$ cat src/rtl/alu_op_sequencer_pkg.sv
// Shared types and constants for the ALU operation sequencer.
package alu_seq_pkg;

    // Request opcodes as issued by decode.
    typedef enum logic [2:0] {
        OP_ADD  = 3'b000,
        OP_SUB  = 3'b001,
        OP_BEQ  = 3'b010,
        OP_BNE  = 3'b011,
        OP_BLT  = 3'b100,
        OP_BGE  = 3'b101,
        OP_BLTU = 3'b110,
        OP_BGEU = 3'b111
    } op_t;

    // ALU control encodings.
    localparam logic [1:0] ALU_ADD = 2'b00;
    localparam logic [1:0] ALU_SUB = 2'b01;

    // Sequencer states.
    typedef enum logic [1:0] {
        IDLE = 2'b00,
        EXEC = 2'b01,
        RESP = 2'b10
    } state_t;

    // Bit positions inside the packed {N,Z,C,V} flag vector.
    localparam int FLAG_N = 3;
    localparam int FLAG_Z = 2;
    localparam int FLAG_C = 1;
    localparam int FLAG_V = 0;

    // Only ADD uses the adder; SUB and every branch compare subtract.
    function automatic logic [1:0] alu_ctrl_for(op_t op);
        return (op == OP_ADD) ? ALU_ADD : ALU_SUB;
    endfunction

endpackage

$ cat src/rtl/alu_op_sequencer_if.sv
// Request, ALU-drive and response signals of the sequencer, bundled.
// slave: the sequencer's view. master: the issuing/ALU environment's view.
interface alu_op_sequencer_if #(
    parameter int N = 32
);
    logic         req_valid;
    logic         req_ready;
    logic [2:0]   req_op;
    logic [N-1:0] req_a;
    logic [N-1:0] req_b;

    logic [N-1:0] alu_a;
    logic [N-1:0] alu_b;
    logic [1:0]   alu_control;
    logic [N-1:0] alu_result;
    logic         alu_carry;
    logic         alu_overflow;
    logic         alu_zero;
    logic         alu_negative;

    logic         rsp_valid;
    logic         rsp_ready;
    logic [N-1:0] rsp_result;
    logic [3:0]   rsp_flags;
    logic         rsp_taken;

    modport slave (
        input  req_valid, req_op, req_a, req_b,
        input  alu_result, alu_carry, alu_overflow, alu_zero, alu_negative,
        input  rsp_ready,
        output req_ready, alu_a, alu_b, alu_control,
        output rsp_valid, rsp_result, rsp_flags, rsp_taken
    );

    modport master (
        output req_valid, req_op, req_a, req_b,
        output alu_result, alu_carry, alu_overflow, alu_zero, alu_negative,
        output rsp_ready,
        input  req_ready, alu_a, alu_b, alu_control,
        input  rsp_valid, rsp_result, rsp_flags, rsp_taken
    );
endinterface

$ cat src/rtl/alu_op_sequencer_branch_cond_eval.sv
// Combinational RISC-V branch condition from the {N,Z,C,V} flags of A-B.
module branch_cond_eval
    import alu_seq_pkg::*;
(
    input  op_t        op,
    input  logic [3:0] flags,
    output logic       taken
);
    // Decode the branch condition; arithmetic ops never branch.
    always_comb begin
        taken = 1'b0;
        unique case (op)
            OP_BEQ:  taken = flags[FLAG_Z];
            OP_BNE:  taken = ~flags[FLAG_Z];
            OP_BLT:  taken = flags[FLAG_N] ^ flags[FLAG_V];
            OP_BGE:  taken = ~(flags[FLAG_N] ^ flags[FLAG_V]);
            OP_BLTU: taken = ~flags[FLAG_C];   // C=1 means no borrow
            OP_BGEU: taken = flags[FLAG_C];
            default: taken = 1'b0;
        endcase
    end
endmodule

$ cat src/rtl/alu_op_sequencer.sv
// Initiator-side controller for the ADD/SUB ALU: accepts one request, holds
// the ALU inputs for SETTLE cycles (1..15), captures result/flags, evaluates
// the branch condition and returns everything on a valid/ready response.
module alu_op_sequencer
    import alu_seq_pkg::*;
#(
    parameter int N      = 32,
    parameter int SETTLE = 1
) (
    input  logic              clk,
    input  logic              rst,
    alu_op_sequencer_if.slave bus
);
    localparam logic [3:0] CNT_LOAD = 4'(SETTLE - 1);

    state_t       state_reg, state_next;
    op_t          op_reg;
    logic [3:0]   cnt_reg;
    logic [N-1:0] alu_a_reg, alu_b_reg;
    logic [1:0]   alu_ctrl_reg;
    logic [N-1:0] rsp_result_reg;
    logic [3:0]   rsp_flags_reg;
    logic         rsp_taken_reg;

    logic         accept, capture, req_ready, rsp_valid;
    logic [3:0]   flags_now;
    logic         taken_now;

    assign flags_now[FLAG_N] = bus.alu_negative;
    assign flags_now[FLAG_Z] = bus.alu_zero;
    assign flags_now[FLAG_C] = bus.alu_carry;
    assign flags_now[FLAG_V] = bus.alu_overflow;

    // Branch decision from the live ALU flags; only registered at capture.
    branch_cond_eval u_branch_cond_eval (
        .op    (op_reg),
        .flags (flags_now),
        .taken (taken_now)
    );

    // State register.
    always_ff @(posedge clk or posedge rst) begin
        if (rst) state_reg <= IDLE;
        else     state_reg <= state_next;
    end

    // Next-state logic and handshake outputs.
    always_comb begin
        state_next = state_reg;
        accept     = 1'b0;
        capture    = 1'b0;
        req_ready  = 1'b0;
        rsp_valid  = 1'b0;
        unique case (state_reg)
            IDLE: begin
                req_ready = 1'b1;
                if (bus.req_valid) begin
                    accept     = 1'b1;
                    state_next = EXEC;
                end
            end
            EXEC: begin
                if (cnt_reg == 4'd0) begin
                    capture    = 1'b1;
                    state_next = RESP;
                end
            end
            RESP: begin
                rsp_valid = 1'b1;
                if (bus.rsp_ready) state_next = IDLE;
            end
            default: state_next = IDLE;
        endcase
    end

    // Operand/control latch at accept, settle countdown, response capture.
    always_ff @(posedge clk or posedge rst) begin
        if (rst) begin
            op_reg         <= OP_ADD;
            cnt_reg        <= 4'd0;
            alu_a_reg      <= '0;
            alu_b_reg      <= '0;
            alu_ctrl_reg   <= ALU_ADD;
            rsp_result_reg <= '0;
            rsp_flags_reg  <= 4'b0000;
            rsp_taken_reg  <= 1'b0;
        end else begin
            if (accept) begin
                op_reg       <= op_t'(bus.req_op);
                alu_a_reg    <= bus.req_a;
                alu_b_reg    <= bus.req_b;
                alu_ctrl_reg <= alu_ctrl_for(op_t'(bus.req_op));
                cnt_reg      <= CNT_LOAD;
            end else if (state_reg == EXEC && cnt_reg != 4'd0) begin
                cnt_reg <= cnt_reg - 4'd1;
            end
            if (capture) begin
                rsp_result_reg <= bus.alu_result;
                rsp_flags_reg  <= flags_now;
                rsp_taken_reg  <= taken_now;
            end
        end
    end

    assign bus.req_ready   = req_ready;
    assign bus.rsp_valid   = rsp_valid;
    assign bus.alu_a       = alu_a_reg;
    assign bus.alu_b       = alu_b_reg;
    assign bus.alu_control = alu_ctrl_reg;
    assign bus.rsp_result  = rsp_result_reg;
    assign bus.rsp_flags   = rsp_flags_reg;
    assign bus.rsp_taken   = rsp_taken_reg;

endmodule
$ cat src/flat_wrapper.sv
// flat-port wrapper written by rule: the top's interface ports become plain ports
module alu_op_sequencer_flat import alu_seq_pkg::*;
#(
    parameter int N      = 32,
    parameter int SETTLE = 1
)
  (clk, rst, bus_req_valid, bus_req_op, bus_req_a, bus_req_b, bus_alu_result, bus_alu_carry, bus_alu_overflow, bus_alu_zero, bus_alu_negative, bus_rsp_ready, bus_req_ready, bus_alu_a, bus_alu_b, bus_alu_control, bus_rsp_valid, bus_rsp_result, bus_rsp_flags, bus_rsp_taken);
  alu_op_sequencer_if #(.N(N)) bus_i ();
  input  logic clk;
  input  logic rst;
  input wire logic [$bits(bus_i.req_valid)-1:0] bus_req_valid;
  input wire logic [$bits(bus_i.req_op)-1:0] bus_req_op;
  input wire logic [$bits(bus_i.req_a)-1:0] bus_req_a;
  input wire logic [$bits(bus_i.req_b)-1:0] bus_req_b;
  input wire logic [$bits(bus_i.alu_result)-1:0] bus_alu_result;
  input wire logic [$bits(bus_i.alu_carry)-1:0] bus_alu_carry;
  input wire logic [$bits(bus_i.alu_overflow)-1:0] bus_alu_overflow;
  input wire logic [$bits(bus_i.alu_zero)-1:0] bus_alu_zero;
  input wire logic [$bits(bus_i.alu_negative)-1:0] bus_alu_negative;
  input wire logic [$bits(bus_i.rsp_ready)-1:0] bus_rsp_ready;
  output wire logic [$bits(bus_i.req_ready)-1:0] bus_req_ready;
  output wire logic [$bits(bus_i.alu_a)-1:0] bus_alu_a;
  output wire logic [$bits(bus_i.alu_b)-1:0] bus_alu_b;
  output wire logic [$bits(bus_i.alu_control)-1:0] bus_alu_control;
  output wire logic [$bits(bus_i.rsp_valid)-1:0] bus_rsp_valid;
  output wire logic [$bits(bus_i.rsp_result)-1:0] bus_rsp_result;
  output wire logic [$bits(bus_i.rsp_flags)-1:0] bus_rsp_flags;
  output wire logic [$bits(bus_i.rsp_taken)-1:0] bus_rsp_taken;
  assign bus_i.req_valid = bus_req_valid;
  assign bus_i.req_op = bus_req_op;
  assign bus_i.req_a = bus_req_a;
  assign bus_i.req_b = bus_req_b;
  assign bus_i.alu_result = bus_alu_result;
  assign bus_i.alu_carry = bus_alu_carry;
  assign bus_i.alu_overflow = bus_alu_overflow;
  assign bus_i.alu_zero = bus_alu_zero;
  assign bus_i.alu_negative = bus_alu_negative;
  assign bus_i.rsp_ready = bus_rsp_ready;
  assign bus_req_ready = bus_i.req_ready;
  assign bus_alu_a = bus_i.alu_a;
  assign bus_alu_b = bus_i.alu_b;
  assign bus_alu_control = bus_i.alu_control;
  assign bus_rsp_valid = bus_i.rsp_valid;
  assign bus_rsp_result = bus_i.rsp_result;
  assign bus_rsp_flags = bus_i.rsp_flags;
  assign bus_rsp_taken = bus_i.rsp_taken;
  alu_op_sequencer #(.N(N), .SETTLE(SETTLE)) u_core (.clk(clk), .rst(rst), .bus(bus_i));
endmodule
$ cat config.mk
export PLATFORM = sky130hd
export DESIGN_NAME = alu_op_sequencer_flat
export DESIGN_NICKNAME = d
export VERILOG_FILES = /design/src/rtl/alu_op_sequencer_pkg.sv /design/src/rtl/alu_op_sequencer_if.sv /design/src/rtl/alu_op_sequencer_branch_cond_eval.sv /design/src/rtl/alu_op_sequencer.sv /design/src/flat_wrapper.sv
export SDC_FILE = /design/constraint.sdc
export NUM_CORES = 1
export LEC_CHECK = 0
export BUFFER_PORTS_ARGS = -buffer_cell sky130_fd_sc_hd__buf_2
export CELL_PAD_IN_SITES_DETAIL_PLACEMENT = 0
export CELL_PAD_IN_SITES_GLOBAL_PLACEMENT = 2
export CORE_MARGIN = 5
export CORE_UTILIZATION = 25
export DETAILED_ROUTE_END_ITERATION = 8
export PLACE_DENSITY = 0.79
export REMOVE_ABC_BUFFERS = 1
export SLEW_MARGIN = 20
export SYNTH_ARGS = -nofsm -noshare
export SYNTH_HDL_FRONTEND = slang
export SYNTH_SLANG_ARGS = --single-unit
$ cat constraint.sdc
create_clock -name clk -period 4.05 [get_ports clk]
set_input_delay 0.2025 -clock clk [delete_from_list [all_inputs] [get_ports clk]]
set_output_delay 0.2025 -clock clk [all_outputs]
set_load 0.005 [all_outputs]
==> flow_metrics.env, run 1 <==
export IMPL_outcome="finished with violations"
export IMPL_violations="negative hold slack"
export IMPL_synth_fa_ha_area_share_pct=0.558
export IMPL_wl_met1_mm=3.98
export IMPL_critPathCaptureType="flip-flop"
export IMPL_cp_slowest_cell="nand3_4"
export IMPL_postCtsSetupRepairBufs=0
export IMPL_setup_violations=0
export IMPL_hold_viol=22
export IMPL_cap_violations=0
export IMPL_ys_warn_count=0
export IMPL_cts_resized=0
export IMPL_die_w_microns=144
export IMPL_grt_use_total_pct=10.3
export IMPL_num_rows=49
export IMPL_rsz0062_at_grt="false"
export IMPL_yosys_register_bits=111
export IMPL_slew_headroom_pct=51.7
export IMPL_cts_buffer_depth=2
export IMPL_ant_nets=0
export IMPL_finalInstanceArea_sq_mm=0.00606
export IMPL_cts_num_sinks=111
export IMPL_drive_above_1_share_pct=68.6
export IMPL_area_delta_synth_final_pct=35.1
export IMPL_topRoutingLayerUsed="met4"
export IMPL_worst_slew_pin_slew_ps=725
export IMPL_finalCritPeriodShare_pct=45.4
export IMPL_path_buf_inv=1
export IMPL_drc=0
export IMPL_critical_path_top_delay_family="simple AND/OR/NAND/NOR gates"
export IMPL_rr_endpoint="u_core.bus.rsp_taken$_DFFE_PP0P_"
export IMPL_io_pins=212
export IMPL_yosysUniqueCellTypes=28
export IMPL_synthMuxAreaShare_pct=29.0
export IMPL_tns_ps=0
export IMPL_cts_tree="built"
export IMPL_synth_compound_area_share_pct=0.976
export IMPL_firstDrtPassIters=3
export IMPL_startpoint="u_core.cnt_reg[0]$_DFFE_PP0P_"
export IMPL_crit_path_max_fanout=41
export IMPL_io_buffers=210
export IMPL_grt_pass1_vias=3220
export IMPL_slowest_delay_ps=440
export IMPL_skew_ps=12.4
export IMPL_fp_dieH_microns=144
export IMPL_ctsRootBufferMaster="clkbuf_16"
export IMPL_antenna_found_initial=0
export IMPL_routed_wl_mm=10.9
export IMPL_grt_max_degree=80
export IMPL_wl_per_cell_microns=15.3
export IMPL_period_needed_ps=1840
export IMPL_synth_top_family_by_area="multiplexers"
export IMPL_wl_met3_microns=701
export IMPL_drt_first_iter_violations=55
export IMPL_placed_area_sq_mm=0.00573
export IMPL_cp_arrival_ps=2120
export IMPL_n_antenna_cell=0
export IMPL_clkLatencyLatePin_ps=350
export IMPL_gp_congestion=0.680
export IMPL_fin_nets=588
export IMPL_hold_buffers=0
export IMPL_max_freq_mhz=544
export IMPL_hold_worst_slack_ps=-18.3
export IMPL_grt_pass1_wl_mm=16.6
export IMPL_dp_slack_ps=2230
export IMPL_reg2regPathDepth=5
export IMPL_slew_violations=0
export IMPL_synth_area_sq_mm=0.00449
export IMPL_regToRegSetupSlack_ps=2210
export IMPL_required_ps=4330
export IMPL_finalPower_mw=4.84
export IMPL_met2_length_mm=5.93
export IMPL_vias=2856
export IMPL_htreeDepth=3
export IMPL_clk_pin_slew_worst_paths_ps=70
export IMPL_setup_slack_ps=2210
export IMPL_seq_area_frac_synth_pct=61.9
export IMPL_synthSimpleGateAreaFrac_pct=2.93
export IMPL_gr_total_overflow=0
export IMPL_die_area_sq_mm=0.0207
export IMPL_synth_xor_area_share_pct=1.17
export IMPL_start_kind="flip-flop"
export IMPL_p_per_area_mw_per_mm2=798
export IMPL_hold_class="primary input to asynchronous set/reset pin"
export IMPL_vias_per_cell=4.01
export IMPL_leakagePower_nw=2.99
export IMPL_post_dp_hpwl_mm=8.08
export IMPL_syn_avg_cell_area_sq_um=16.7
export IMPL_start_util_pct=25.2
export IMPL_ir_worst_vdd_uv=568
export IMPL_netlist_instances=269
export IMPL_rr_startpoint="u_core.cnt_reg[0]$_DFFE_PP0P_"
export IMPL_crit_chain="inv_1 -> ha_1 -> nand3_4 -> nor4b_1 -> a221o_1"
export IMPL_cts_made_buffers=9
export IMPL_fp_coreArea_sq_mm=0.0178
export IMPL_crit_type="flip-flop to flip-flop"
[cell families after synthesis]
family                   Yosys count
buffers and inverters             19
other                              1
AND/OR/NAND/NOR                   21
multiplexers                     102
adder cells (fa/ha/maj)            2
flip-flops                       111
XOR/XNOR                           6
AO/OA/AOI/OAI                      7
[worst max path at each step]
stage                                             to  cells after the start
detailed placement  u_core.bus.rsp_taken$_DFFE_PP0P_                      4
global route        u_core.bus.rsp_taken$_DFFE_PP0P_                      5
global placement    u_core.bus.rsp_taken$_DFFE_PP0P_                      4
finish              u_core.bus.rsp_taken$_DFFE_PP0P_                      5
CTS                 u_core.bus.rsp_taken$_DFFE_PP0P_                      5
floorplan            u_core.bus.alu_a[0]$_DFFE_PP0P_                      1
[power breakdown]
| part | internal (mW) | leakage, nW | total, mW | switching [mW] |
|---|---|---|---|---|
| registers | 1.68 | 1.30 | 1.97 | 0.291 |
| clock network | 0.607 | 0.164 | 0.999 | 0.393 |
| logic | 1.13 | 1.53 | 1.87 | 0.740 |
| total | 3.42 | 2.99 | 4.84 | 1.42 |
[area by class of cell]
cell class	count	area, sq um
timing repair buffer	212	1080
clock inverter	5	104
fill	1759	11800
inverter	6	27.5
multi-input combinational	139	1560
clock buffer	11	233
sequential	111	2780
tap	229	287
[metrics by stage]
step           utilization (%)  std cells
2_1_floorplan                -        256
3_3_place_gp              32.1        697
3_5_place_dp              32.1        697
4_1_cts                   34.0        713
5_1_grt                   34.0        713
6_report                  34.0        713
[cells in the final DEF (no fill, tap or decap), types with 2 or more instances in the layout]
cell | netlist | layout
nand2_1 | 3 | 3
bufinv_16 | 0 | 3
dfrtp_1 | 111 | 111
clkbuf_16 | 0 | 9
clkbuf_1 | 0 | 2
xnor2_1 | 3 | 3
mux2_4 | 41 | 41
nand3_1 | 2 | 2
o21ai_0 | 3 | 3
xor2_1 | 3 | 3
nor2_1 | 6 | 6
inv_6 | 0 | 2
buf_2 | 2 | 210
nor3_1 | 2 | 2
ha_1 | 2 | 2
a21oi_1 | 2 | 2
inv_1 | 6 | 5
mux2_2 | 60 | 60
[Yosys cell counts (all sizes together)]
cell type    n  area share, %
a21oi        2           0.22
nor3         2           0.22
nor2         7           0.64
xnor2        3           0.59
nor2b        1           0.31
and2         1           0.20
a311oi       1           0.20
xor2         3           0.59
nand3        3           0.61
conb         1          0.084
ha           2           0.56
dfrtp      111             62
a221o        1           0.22
nand2        3           0.25
o21ai        3           0.33
mux2i        1           0.22
or3b         1           0.20
mux2       101             29
nor4b        1           0.20
or2b         1           0.17
nand2b       1           0.14
buf         13            2.9
inv          6           0.50
[metal layers]
layer	vias up	global-route usage [%]
met5	-	0
met4	0	4.76
li1	1349	-
met3	16	2.94
met1	1396	11.1
met2	95	18.5
Power figures use the tool's default switching activity.
==> run 2: changes to the inputs <==
Clock period 4.05 ns to 1.7 ns, I/O delays scaled along.
==> run 2 against run 1 <==
  * Critical path type unchanged
  * The run now ends clean
  * Wire length increased by 13%
  * Non-clock buffer count increased by 109
  * Cell count increased by 16%
  * Largest cell class unchanged
==> flow_metrics.env, run 2 (synthesis gave the netlist of run 1 again) <==
export IMPL_die_w_microns=144
export IMPL_ctsRootBufferMaster="clkbuf_16"
export IMPL_multi_input_area_sq_mm=0.00156
export IMPL_rsz0062_at_grt="false"
export IMPL_final_cell_mix="buf_2 (210), dfrtp_1 (111), dlygate4sd3_1 (104)"
export IMPL_slowest_delay_ps=440
export IMPL_cp_slowest_cell="or3b_1"
export IMPL_gr_total_overflow=0
export IMPL_cts_tree="built"
export IMPL_crit_chain="inv_1 -> ha_1 -> or3b_1 -> nand3_1 -> xor2_1 -> nor2_1"
export IMPL_path_buf_inv=1
export IMPL_finalInstanceArea_sq_mm=0.00713
export IMPL_rr_endpoint="u_core.cnt_reg[3]$_DFFE_PP0P_"
export IMPL_regToRegSetupSlack_ps=100
export IMPL_whs_path_depth=3
export IMPL_firstDrtPassIters=6
export IMPL_critical_path_top_delay_family="simple AND/OR/NAND/NOR gates"
export IMPL_drc=0
export IMPL_p_per_area_mw_per_mm2=1610
export IMPL_skew_ps=6.13
export IMPL_gp_congestion=0.694
export IMPL_ant_nets=0
export IMPL_crit_path_max_fanout=5
export IMPL_hold_class="primary input to flip-flop"
export IMPL_topRoutingLayerUsed="met4"
export IMPL_cp_arrival_ps=1830
export IMPL_hold_end="u_core.bus.rsp_flags[1]$_DFFE_PP0P_"
export IMPL_vias_per_cell=4.06
export IMPL_max_freq_mhz=624
export IMPL_fp_dieH_microns=144
export IMPL_fin_nets=697
export IMPL_outcome="finished clean"
export IMPL_period_needed_ps=1600
export IMPL_internal_power_mw=7.97
export IMPL_antenna_found_initial=0
export IMPL_postCtsSetupRepairBufs=0
export IMPL_htreeDepth=3
export IMPL_routed_wl_mm=12.3
export IMPL_pwr_share_clk_pct=17.2
export IMPL_die_area_sq_mm=0.0207
export IMPL_num_rows=49
export IMPL_cts_made_buffers=9
export IMPL_io_buffers=210
export IMPL_io_pins=212
export IMPL_rr_startpoint="u_core.cnt_reg[0]$_DFFE_PP0P_"
export IMPL_grt_pass1_wl_mm=19.3
export IMPL_grt_use_total_pct=11.8
export IMPL_grt_max_degree=49
export IMPL_hold_viol=0
export IMPL_wl_met3_microns=595
export IMPL_cts_num_sinks=111
export IMPL_ir_worst_vdd_uv=653
export IMPL_placed_area_sq_mm=0.00581
export IMPL_clk_pin_slew_worst_paths_ps=70
export IMPL_setup_violations=0
export IMPL_drt_first_iter_violations=128
export IMPL_tns_ps=0
export IMPL_drive_above_1_share_pct=56.7
export IMPL_seq_power_share_pct=41.1
export IMPL_slew_violations=0
export IMPL_fillers=1641
export IMPL_hold_worst_slack_ps=20.9
export IMPL_min_from="bus_alu_carry"
export IMPL_cap_violations=0
export IMPL_required_ps=1930
export IMPL_post_dp_hpwl_mm=8.62
export IMPL_final_common_cell="buf_2"
export IMPL_cts_buffer_depth=2
export IMPL_regArea_sq_mm=0.00278
export IMPL_met2_length_mm=6.78
export IMPL_area_delta_synth_final_pct=58.8
export IMPL_clkLatencyLatePin_ps=350
export IMPL_leakagePower_nw=3.44
export IMPL_p_switching_mw=3.50
export IMPL_critPathCaptureType="flip-flop"
export IMPL_fp_coreArea_sq_mm=0.0178
export IMPL_vias=3342
export IMPL_start_kind="flip-flop"
export IMPL_swShare_pct=30.5
export IMPL_reg2regPathDepth=6
export IMPL_combPwrFrac_pct=41.8
export IMPL_finalCritPeriodShare_pct=94.3
export IMPL_crit_type="flip-flop to flip-flop"
export IMPL_wl_per_cell_microns=14.9
export IMPL_start_util_pct=25.2
export IMPL_grt_pass1_vias=3845
export IMPL_wl_met1_mm=4.60
==> run 2: changes by cell type in the layout (fill, tap and decap cells not counted), sizes merged, moves of 2 or more <==
cell and delta:
buf +5, bufinv -3, clkbuf +2, clkinv +2, diode +2, dlygate4sd3 +104
==> run 2: worst min-delay path, stage by stage <==
cell and delay (ps):
buf_2 90, inv_1 50, o21ai_0 80
==> run 2: layout make-up <==
cell class | instances | area share (%)
inverters | 6 | 0.351
diodes | 2 | 0.0702
flip-flops and latches | 111 | 39.0
clock buffers | 13 | 3.51
repair buffers | 321 | 31.0
well taps | 229 | 4.02
multi-input cells | 139 | 21.9
clock inverters | 3 | 0.263
==> run 2: repair_timing <==
item | 4_1_cts | 5_1_grt
endpoints found under the setup margin | 0 | 0
endpoints found under the hold margin | 131 | 0
gates resized for setup | 0 | 0
hold buffers | 104 | 0
==> run 2: metal layers <==
| layer | global-route usage, % | up-vias |
|---|---|---|
| li1 | - | 1571 |
| met1 | 12.7 | 1658 |
| met2 | 22.2 | 96 |
| met3 | 2.25 | 17 |
| met4 | 5.75 | 0 |
| met5 | 0 | - |
==> run 2: worst max path at each step <==
stage / start / endpoint / cells past startpoint
after global routing: u_core.cnt_reg[0]$_DFFE_PP0P_ / u_core.cnt_reg[2]$_DFFE_PP0P_ / 6
after global placement: u_core.cnt_reg[0]$_DFFE_PP0P_ / u_core.cnt_reg[3]$_DFFE_PP0P_ / 6
after detailed placement: u_core.cnt_reg[0]$_DFFE_PP0P_ / u_core.cnt_reg[3]$_DFFE_PP0P_ / 6
final: u_core.cnt_reg[0]$_DFFE_PP0P_ / u_core.cnt_reg[3]$_DFFE_PP0P_ / 6
after CTS: u_core.cnt_reg[0]$_DFFE_PP0P_ / u_core.cnt_reg[3]$_DFFE_PP0P_ / 6
after floorplan: rst / u_core.bus.alu_a[0]$_DFFE_PP0P_ / 1
==> run 2: metrics by stage <==
stage | setup slack, ps | instances | power, mW | utilization [%]
after global routing | 16.4 | 822 | 12.2 | 39.9
after global placement | 146 | 702 | 9.26 | 32.6
after floorplan | -1320 | 256 | 7.29 | -
after detailed placement | 89.4 | 702 | 9.42 | 32.6
final | 96.3 | 824 | 11.5 | 40.0
after CTS | 94.2 | 822 | 11.7 | 39.9
==> run 2: power by group through the flow <==
stage / Clock, mW / Combinational, mW / Sequential [mW]
floorplan: 0 / 2.49 / 4.80
global placement: 0 / 4.56 / 4.69
detailed placement: 0 / 4.68 / 4.74
CTS: 2.08 / 4.88 / 4.72
global route: 2.16 / 5.20 / 4.89
finish: 1.97 / 4.79 / 4.71
